[src/rtl/fir_feed_ctrl_pkg.sv]
`default_nettype none
// ============================================================================
// Module      : fir_pkg
// Description : Shared defaults and FSM state encoding for the FIR feed block.
// Revision    : 1.0 - initial release
// ============================================================================
package fir_pkg;

    localparam int c_wl    = 8;
    localparam int c_ntaps = 3;
    localparam int c_depth = 4;

    typedef logic [1:0] state_t;

    localparam state_t c_st_idle  = 2'd0;
    localparam state_t c_st_load  = 2'd1;
    localparam state_t c_st_run   = 2'd2;
    localparam state_t c_st_flush = 2'd3;

endpackage
`default_nettype wire

[src/rtl/fir_feed_ctrl_fifo.sv]
`default_nettype none
// ============================================================================
// Module      : sample_fifo
// Description : Show-ahead sample FIFO with occupancy count, async reset.
// Revision    : 1.0 - initial release
// ============================================================================
module sample_fifo
    import fir_pkg::*;
#(
    parameter int W     = c_wl + 1,
    parameter int DEPTH = c_depth
) (
    input  logic                   clk,
    input  logic                   rst,
    input  logic                   push,
    input  logic                   pop,
    input  logic [W-1:0]           din,
    output logic [W-1:0]           dout,
    output logic                   full,
    output logic                   empty,
    output logic [$clog2(DEPTH):0] count
);

    localparam int            c_aw         = $clog2(DEPTH);
    localparam logic [c_aw:0] c_full_count = (c_aw + 1)'(DEPTH);

    logic [W-1:0]    r_mem [DEPTH];
    logic [c_aw-1:0] r_wr_ptr;
    logic [c_aw-1:0] r_rd_ptr;
    logic [c_aw:0]   r_count;
    logic            w_do_push;
    logic            w_do_pop;

    assign full      = (r_count == c_full_count);
    assign empty     = (r_count == '0);
    assign count     = r_count;
    assign dout      = r_mem[r_rd_ptr];
    assign w_do_push = push && !full;
    assign w_do_pop  = pop && !empty;

    // Storage carries no reset; only entries below r_count are ever read.
    always_ff @(posedge clk) begin
        if (w_do_push) begin
            r_mem[r_wr_ptr] <= din;
        end
    end

    always_ff @(posedge clk or posedge rst) begin
        if (rst) begin
            r_wr_ptr <= '0;
            r_rd_ptr <= '0;
            r_count  <= '0;
        end else begin
            if (w_do_push) begin
                r_wr_ptr <= r_wr_ptr + c_aw'(1);
            end
            if (w_do_pop) begin
                r_rd_ptr <= r_rd_ptr + c_aw'(1);
            end
            case ({w_do_push, w_do_pop})
                2'b10:   r_count <= r_count + (c_aw + 1)'(1);
                2'b01:   r_count <= r_count - (c_aw + 1)'(1);
                default: r_count <= r_count;
            endcase
        end
    end

endmodule
`default_nettype wire

[src/rtl/fir_feed_ctrl.sv]
`default_nettype none
// ============================================================================
// Module      : fir_feed_ctrl
// Description : Loads FIR coefficients, then streams buffered samples and
//               flushes the filter, pulsing done at the end of each frame.
// Revision    : 1.0 - initial release
// ============================================================================
module fir_feed_ctrl
    import fir_pkg::*;
#(
    parameter int WL    = c_wl,
    parameter int NTAPS = c_ntaps,
    parameter int DEPTH = c_depth
) (
    input  logic          clk,
    input  logic          reset,
    input  logic          start,
    input  logic [WL-1:0] coef_in,
    input  logic          coef_valid,
    output logic          coef_ready,
    input  logic [WL-1:0] smp_in,
    input  logic          smp_valid,
    output logic          smp_ready,
    input  logic          smp_last,
    output logic [WL-1:0] x,
    output logic [WL-1:0] h,
    output logic          x_en,
    output logic          busy,
    output logic          done
);

    localparam int                 c_cnt_w    = $clog2(NTAPS + 1);
    localparam logic [c_cnt_w-1:0] c_cnt_last = c_cnt_w'(NTAPS - 1);
    localparam int                 c_cw       = $clog2(DEPTH) + 1;

    state_t             r_state;
    state_t             w_state_nxt;
    logic [c_cnt_w-1:0] r_cnt;
    logic [c_cnt_w-1:0] w_cnt_nxt;
    logic               r_last_seen;
    logic [WL-1:0]      r_x;
    logic [WL-1:0]      w_x_nxt;
    logic [WL-1:0]      r_h;
    logic [WL-1:0]      w_h_nxt;
    logic               r_x_en;
    logic               w_x_en_nxt;
    logic               r_done;
    logic               w_done_nxt;
    logic               w_push;
    logic               w_pop;
    logic               w_coef_hs;
    logic               w_fifo_full;
    logic               w_fifo_empty;
    logic [c_cw-1:0]    w_fifo_count;
    logic [WL:0]        w_fifo_dout;

    // The FIFO word carries the last-sample flag above the sample data.
    sample_fifo #(
        .W     (WL + 1),
        .DEPTH (DEPTH)
    ) u_sample_fifo (
        .clk   (clk),
        .rst   (reset),
        .push  (w_push),
        .pop   (w_pop),
        .din   ({smp_last, smp_in}),
        .dout  (w_fifo_dout),
        .full  (w_fifo_full),
        .empty (w_fifo_empty),
        .count (w_fifo_count)
    );

    assign coef_ready = (r_state == c_st_load);
    assign smp_ready  = ((r_state == c_st_load) || (r_state == c_st_run))
                        && !w_fifo_full && !r_last_seen;
    assign busy       = (r_state != c_st_idle);
    assign w_coef_hs  = coef_valid && coef_ready;
    assign w_push     = smp_valid && smp_ready;
    assign w_pop      = (r_state == c_st_run) && !w_fifo_empty && (w_fifo_count != '0);

    assign x    = r_x;
    assign h    = r_h;
    assign x_en = r_x_en;
    assign done = r_done;

    always_comb begin
        w_state_nxt = r_state;
        w_cnt_nxt   = r_cnt;
        w_x_nxt     = '0;
        w_h_nxt     = r_h;
        w_x_en_nxt  = 1'b0;
        w_done_nxt  = 1'b0;
        case (r_state)
            c_st_idle: begin
                if (start) begin
                    w_state_nxt = c_st_load;
                    w_cnt_nxt   = '0;
                end
            end
            c_st_load: begin
                if (w_coef_hs) begin
                    w_h_nxt    = coef_in;
                    w_x_en_nxt = 1'b1;
                    if (r_cnt == c_cnt_last) begin
                        w_state_nxt = c_st_run;
                        w_cnt_nxt   = '0;
                    end else begin
                        w_cnt_nxt = r_cnt + c_cnt_w'(1);
                    end
                end
            end
            c_st_run: begin
                if (w_pop) begin
                    w_x_nxt = w_fifo_dout[WL-1:0];
                    if (w_fifo_dout[WL]) begin
                        w_state_nxt = c_st_flush;
                        w_cnt_nxt   = '0;
                    end
                end
            end
            c_st_flush: begin
                // Registered outputs lag by a cycle, so NTAPS flush cycles
                // yield NTAPS-1 zero samples on x ahead of the done pulse.
                if (r_cnt == c_cnt_last) begin
                    w_state_nxt = c_st_idle;
                    w_cnt_nxt   = '0;
                    w_done_nxt  = 1'b1;
                end else begin
                    w_cnt_nxt = r_cnt + c_cnt_w'(1);
                end
            end
            default: begin
                w_state_nxt = c_st_idle;
            end
        endcase
    end

    always_ff @(posedge clk or posedge reset) begin
        if (reset) begin
            r_state     <= c_st_idle;
            r_cnt       <= '0;
            r_last_seen <= 1'b0;
            r_x         <= '0;
            r_h         <= '0;
            r_x_en      <= 1'b0;
            r_done      <= 1'b0;
        end else begin
            r_state <= w_state_nxt;
            r_cnt   <= w_cnt_nxt;
            r_x     <= w_x_nxt;
            r_h     <= w_h_nxt;
            r_x_en  <= w_x_en_nxt;
            r_done  <= w_done_nxt;
            if ((r_state != c_st_idle) && (w_state_nxt == c_st_idle)) begin
                r_last_seen <= 1'b0;
            end else if (w_push && smp_last) begin
                r_last_seen <= 1'b1;
            end
        end
    end

endmodule
`default_nettype wire
[config.mk]
export PLATFORM = sky130hd
export DESIGN_NAME = fir_feed_ctrl
export DESIGN_NICKNAME = d
export VERILOG_FILES = /design/src/rtl/fir_feed_ctrl_pkg.sv /design/src/rtl/fir_feed_ctrl_fifo.sv /design/src/rtl/fir_feed_ctrl.sv
export SDC_FILE = /design/constraint.sdc
export NUM_CORES = 1
export LEC_CHECK = 0
export ABC_AREA = 1
export ABC_CLOCK_PERIOD_IN_PS = 5100
export BUFFER_PORTS_ARGS = -buffer_cell sky130_fd_sc_hd__buf_2
export CAP_MARGIN = 40
export CORE_MARGIN = 3
export CORE_UTILIZATION = 60
export DETAILED_ROUTE_END_ITERATION = 8
export PLACE_DENSITY = 0.84
export SYNTH_ARGS = -nofsm -noshare
export SYNTH_HDL_FRONTEND = slang
export SYNTH_SLANG_ARGS = --single-unit
[constraint.sdc]
create_clock -name clk -period 5.1 [get_ports clk]
set_input_delay 0.765 -clock clk [delete_from_list [all_inputs] [get_ports clk]]
set_output_delay 0.765 -clock clk [all_outputs]
set_load 0.005 [all_outputs]
==> results.toml <==
[pwr]
seqPwrFrac_pct = 43.4
p_sw_share_pct = 33.80
power_mw = 1.776
max-vdd-ir-drop_uv = 333.4
p_sw_uw = 600.2
p_int_mw = 1.175
p_per_area_mw_per_mm2 = 544.6
power_leakage_nw = 1.502
clkPwrFrac_pct = 27.2
combPwrFrac_pct = 29.4

[placement]
placed_area_mm2 = 0.003033
place.gp.congestion = 0.8111
port_buffers = 42
dp_cells = 341
hpwl_mm = 3.503

[floorplan]
die_h_um = 74.04
fp.coreArea_mm2 = 0.004414
start_util_pct = 62.93
std_cell_rows = 24
die_area_mm2 = 0.005482
die_x_um = 74.04
ios = 43

[finish]
final_cell_mix = "nand2_1 (44), nor2_1 (43), buf_2 (42)"
drive_gt1_share_pct = 23.93
multiInputGateArea_um2 = 818.3
area_growth_pct = 17.39
fillers = 300
nNetsFinal = 333
fin_cells = 357
antennaDiodeCount = 0
stdcell_area_mm2 = 0.003261
layout_commonest_cell = "nand2_1"
ff_latch_area_mm2 = 0.001832

[sta]
hold_viol = 0
grt_setup_unrepaired = "false"
min_period_ns = 2.292
skew_ns = 0.007726
maxSlewHeadroom_pct = 43.74
fin_crit_sh_pct = 44.94
slew_viol_final = 0
setup_tns_ns = 0
worst_pin_slew_ns = 0.8408
setup_viol = 0
whs_ns = 0.4774
fmax_mhz = 436.3

[route]
wl_mm = 5.128
num_vias = 1852
drt_iter0_drc = 87
postRouteAntennaNets = 0
drt_first_pass_iters = 4
wire_per_inst_um = 14.36
drt-vias-per-instance = 5.188
route.detailed.drc = 0

[worst_setup_path]
regToRegSetupSlack_ns = 2.81
rr_startpoint = "r_state[0]"
rr_worst_depth = 10
cp_cell_sequence = "inv_1, ha_1, nand2_4, inv_4, ha_1, inv_1, fa_1, a21oi_1, o21ai_0, xor2_1"
cpMaxStageDelayCell = "dfrtp_1"
cp_max_fo = 10
rr_endpoint = "u_sample_fifo.count[2]"
critPathMaxStageDelay_ns = 0.42
critPathArrivalTime_ns = 2.50
required_ns = 5.31
cp-end-kind = "flop"
critPathLaunchType = "flop"
path_class = "reg -> reg"

[cts]
cts_hold_buf = 0
cts-resized-gates = 0
clk_latency_ns = 0.33
cts-root-buf = "clkbuf_8"
clk_path_buf_depth = 2
numCtsBuffers = 9
clock_sinks = 66
cts_tree = "built"
clkTransAtPathRegs_ns = 0.07
htreeDepth = 3
cts_setup_buffers = 0

[grt]
grt_pass1_wl_mm = 8.217
grt_overflow = 0
antenna_found_initial = 0
grt_pass1_vias = 1829
grt_max_degree = 31
grt.total_usage_pct = 21.00

[synth]
ys_seq_area_share_pct = 65.95
synth_mux_area_share_pct = 0
synth_warnings = 0
synthFlopType = "edfxtp_1"
ys_types = 27
async_flop_share_pct = 45.45
syn-cell-area_mm2 = 0.002778
synth-xor-area-share_pct = 1.261
avgSynthCellArea_um2 = 11.11
synth_compound_area_share_pct = 7.027
synth_enable_flop_cells = 36
synth.largest_area_cell = "edfxtp_1"
yosys.area_share.simple_pct = 15.95
synth_top_area_share_pct = 38.92
synthAdderAreaFrac_pct = 5.225
synth_top_family_by_area = "simple AND/OR/NAND/NOR gates"
syn_nets = 283
syn_inst = 250
synth_seq_cells = 66
synth_area_leaders = "edfxtp_1 (39%), dfrtp_1 (27%), nand2_1 (5.9%)"

[run]
cap_violations = 0

[min_path]
hp-start = "h[4]"
min_to = "h[4]"
hold_path_depth = 2
worstHoldPathType = "reg -> reg"

[status]
outcome = "finished clean"
-- synth_stat cells, types with 2 or more instances --
| cell | instances |
|---|---|
| inv_2 | 2 |
| dfrtp_1 | 30 |
| inv_1 | 22 |
| nand2_1 | 44 |
| xor2_1 | 3 |
| nor2_1 | 43 |
| nand2_2 | 3 |
| ha_1 | 10 |
| o21ai_0 | 14 |
| edfxtp_1 | 36 |
| a21oi_1 | 12 |
| nand4_1 | 3 |
| nand3_2 | 4 |
| nor2_2 | 2 |
| o21ai_1 | 8 |
| nand3_1 | 3 |
-- worst max-delay path: cells and delay by family, from the launching register on --
family                     cells  cell delay [ns]
adders and majority gates      3             0.86
xor gates and xnor gates       1             0.15
buffers and inverters          3             0.30
DFF                            1             0.42
AOI/OAI and AO/OA              2             0.27
and+or+nand+nor                1             0.15
-- state kept, by name (all words and copies together) (netlist names), 2 cells and up --
signal                  flops
x                           8
u_sample_fifo.count         3
u_sample_fifo.r_wr_ptr      2
u_sample_fifo.r_mem        36
r_cnt                       2
r_state                     2
h                           8
u_sample_fifo.r_rd_ptr      2
-- power by group through the flow --
stage,Sequential (mW),Combinational (mW),Clock (mW)
CTS,0.770,0.530,0.495
floorplan,0.748,0.393,0
global route,0.785,0.599,0.520
global placement,0.774,0.497,0
finish,0.771,0.521,0.483
detailed placement,0.779,0.522,0
-- metal layers --
metal | vias up | GRT usage, % | wire length, um
met4 | 0 | 11.67 | 95
met1 | 866 | 25.09 | 2122
li1 | 918 | - | -
met5 | - | 0 | 0
met2 | 57 | 34.35 | 2559
met3 | 11 | 5.946 | 351
-- worst max path at each step --
stage	from	endpoint	slack, ns	cells past startpoint
after floorplan	r_state[0]	u_sample_fifo.count[2]	3.04	11
after global placement	r_state[0]	u_sample_fifo.count[2]	2.92	11
after detailed placement	r_state[1]	u_sample_fifo.count[2]	2.88	11
after CTS	r_state[0]	u_sample_fifo.count[2]	2.81	10
after global routing	r_state[0]	u_sample_fifo.count[2]	2.68	10
final	r_state[0]	u_sample_fifo.count[2]	2.81	10
-- cell type report --
type                    instances  area share, %
flip-flops and latches         66          56.18
clock buffers                  11          4.643
repair buffers                 43          6.677
clock inverters                 5          2.341
well taps                      52          1.995
inverters                      26          3.070
multi-input cells             154          25.10
-- kinds of logic after synthesis --
family	Yosys count
and+or+nand+nor	103
xor gates and xnor gates	4
adders and majority gates	11
AOI/OAI and AO/OA	36
buffers and inverters	30
DFF	66
-- stage by stage --
step / worst slack (ns) / utilization, %
2_1_floorplan: 3.037 / -
5_1_grt: 2.681 / 73.87
3_5_place_dp: 2.876 / 68.71
4_1_cts: 2.811 / 73.87
6_report: 2.808 / 73.87
3_3_place_gp: 2.925 / 68.71
(Power assumes the default switching activity.)
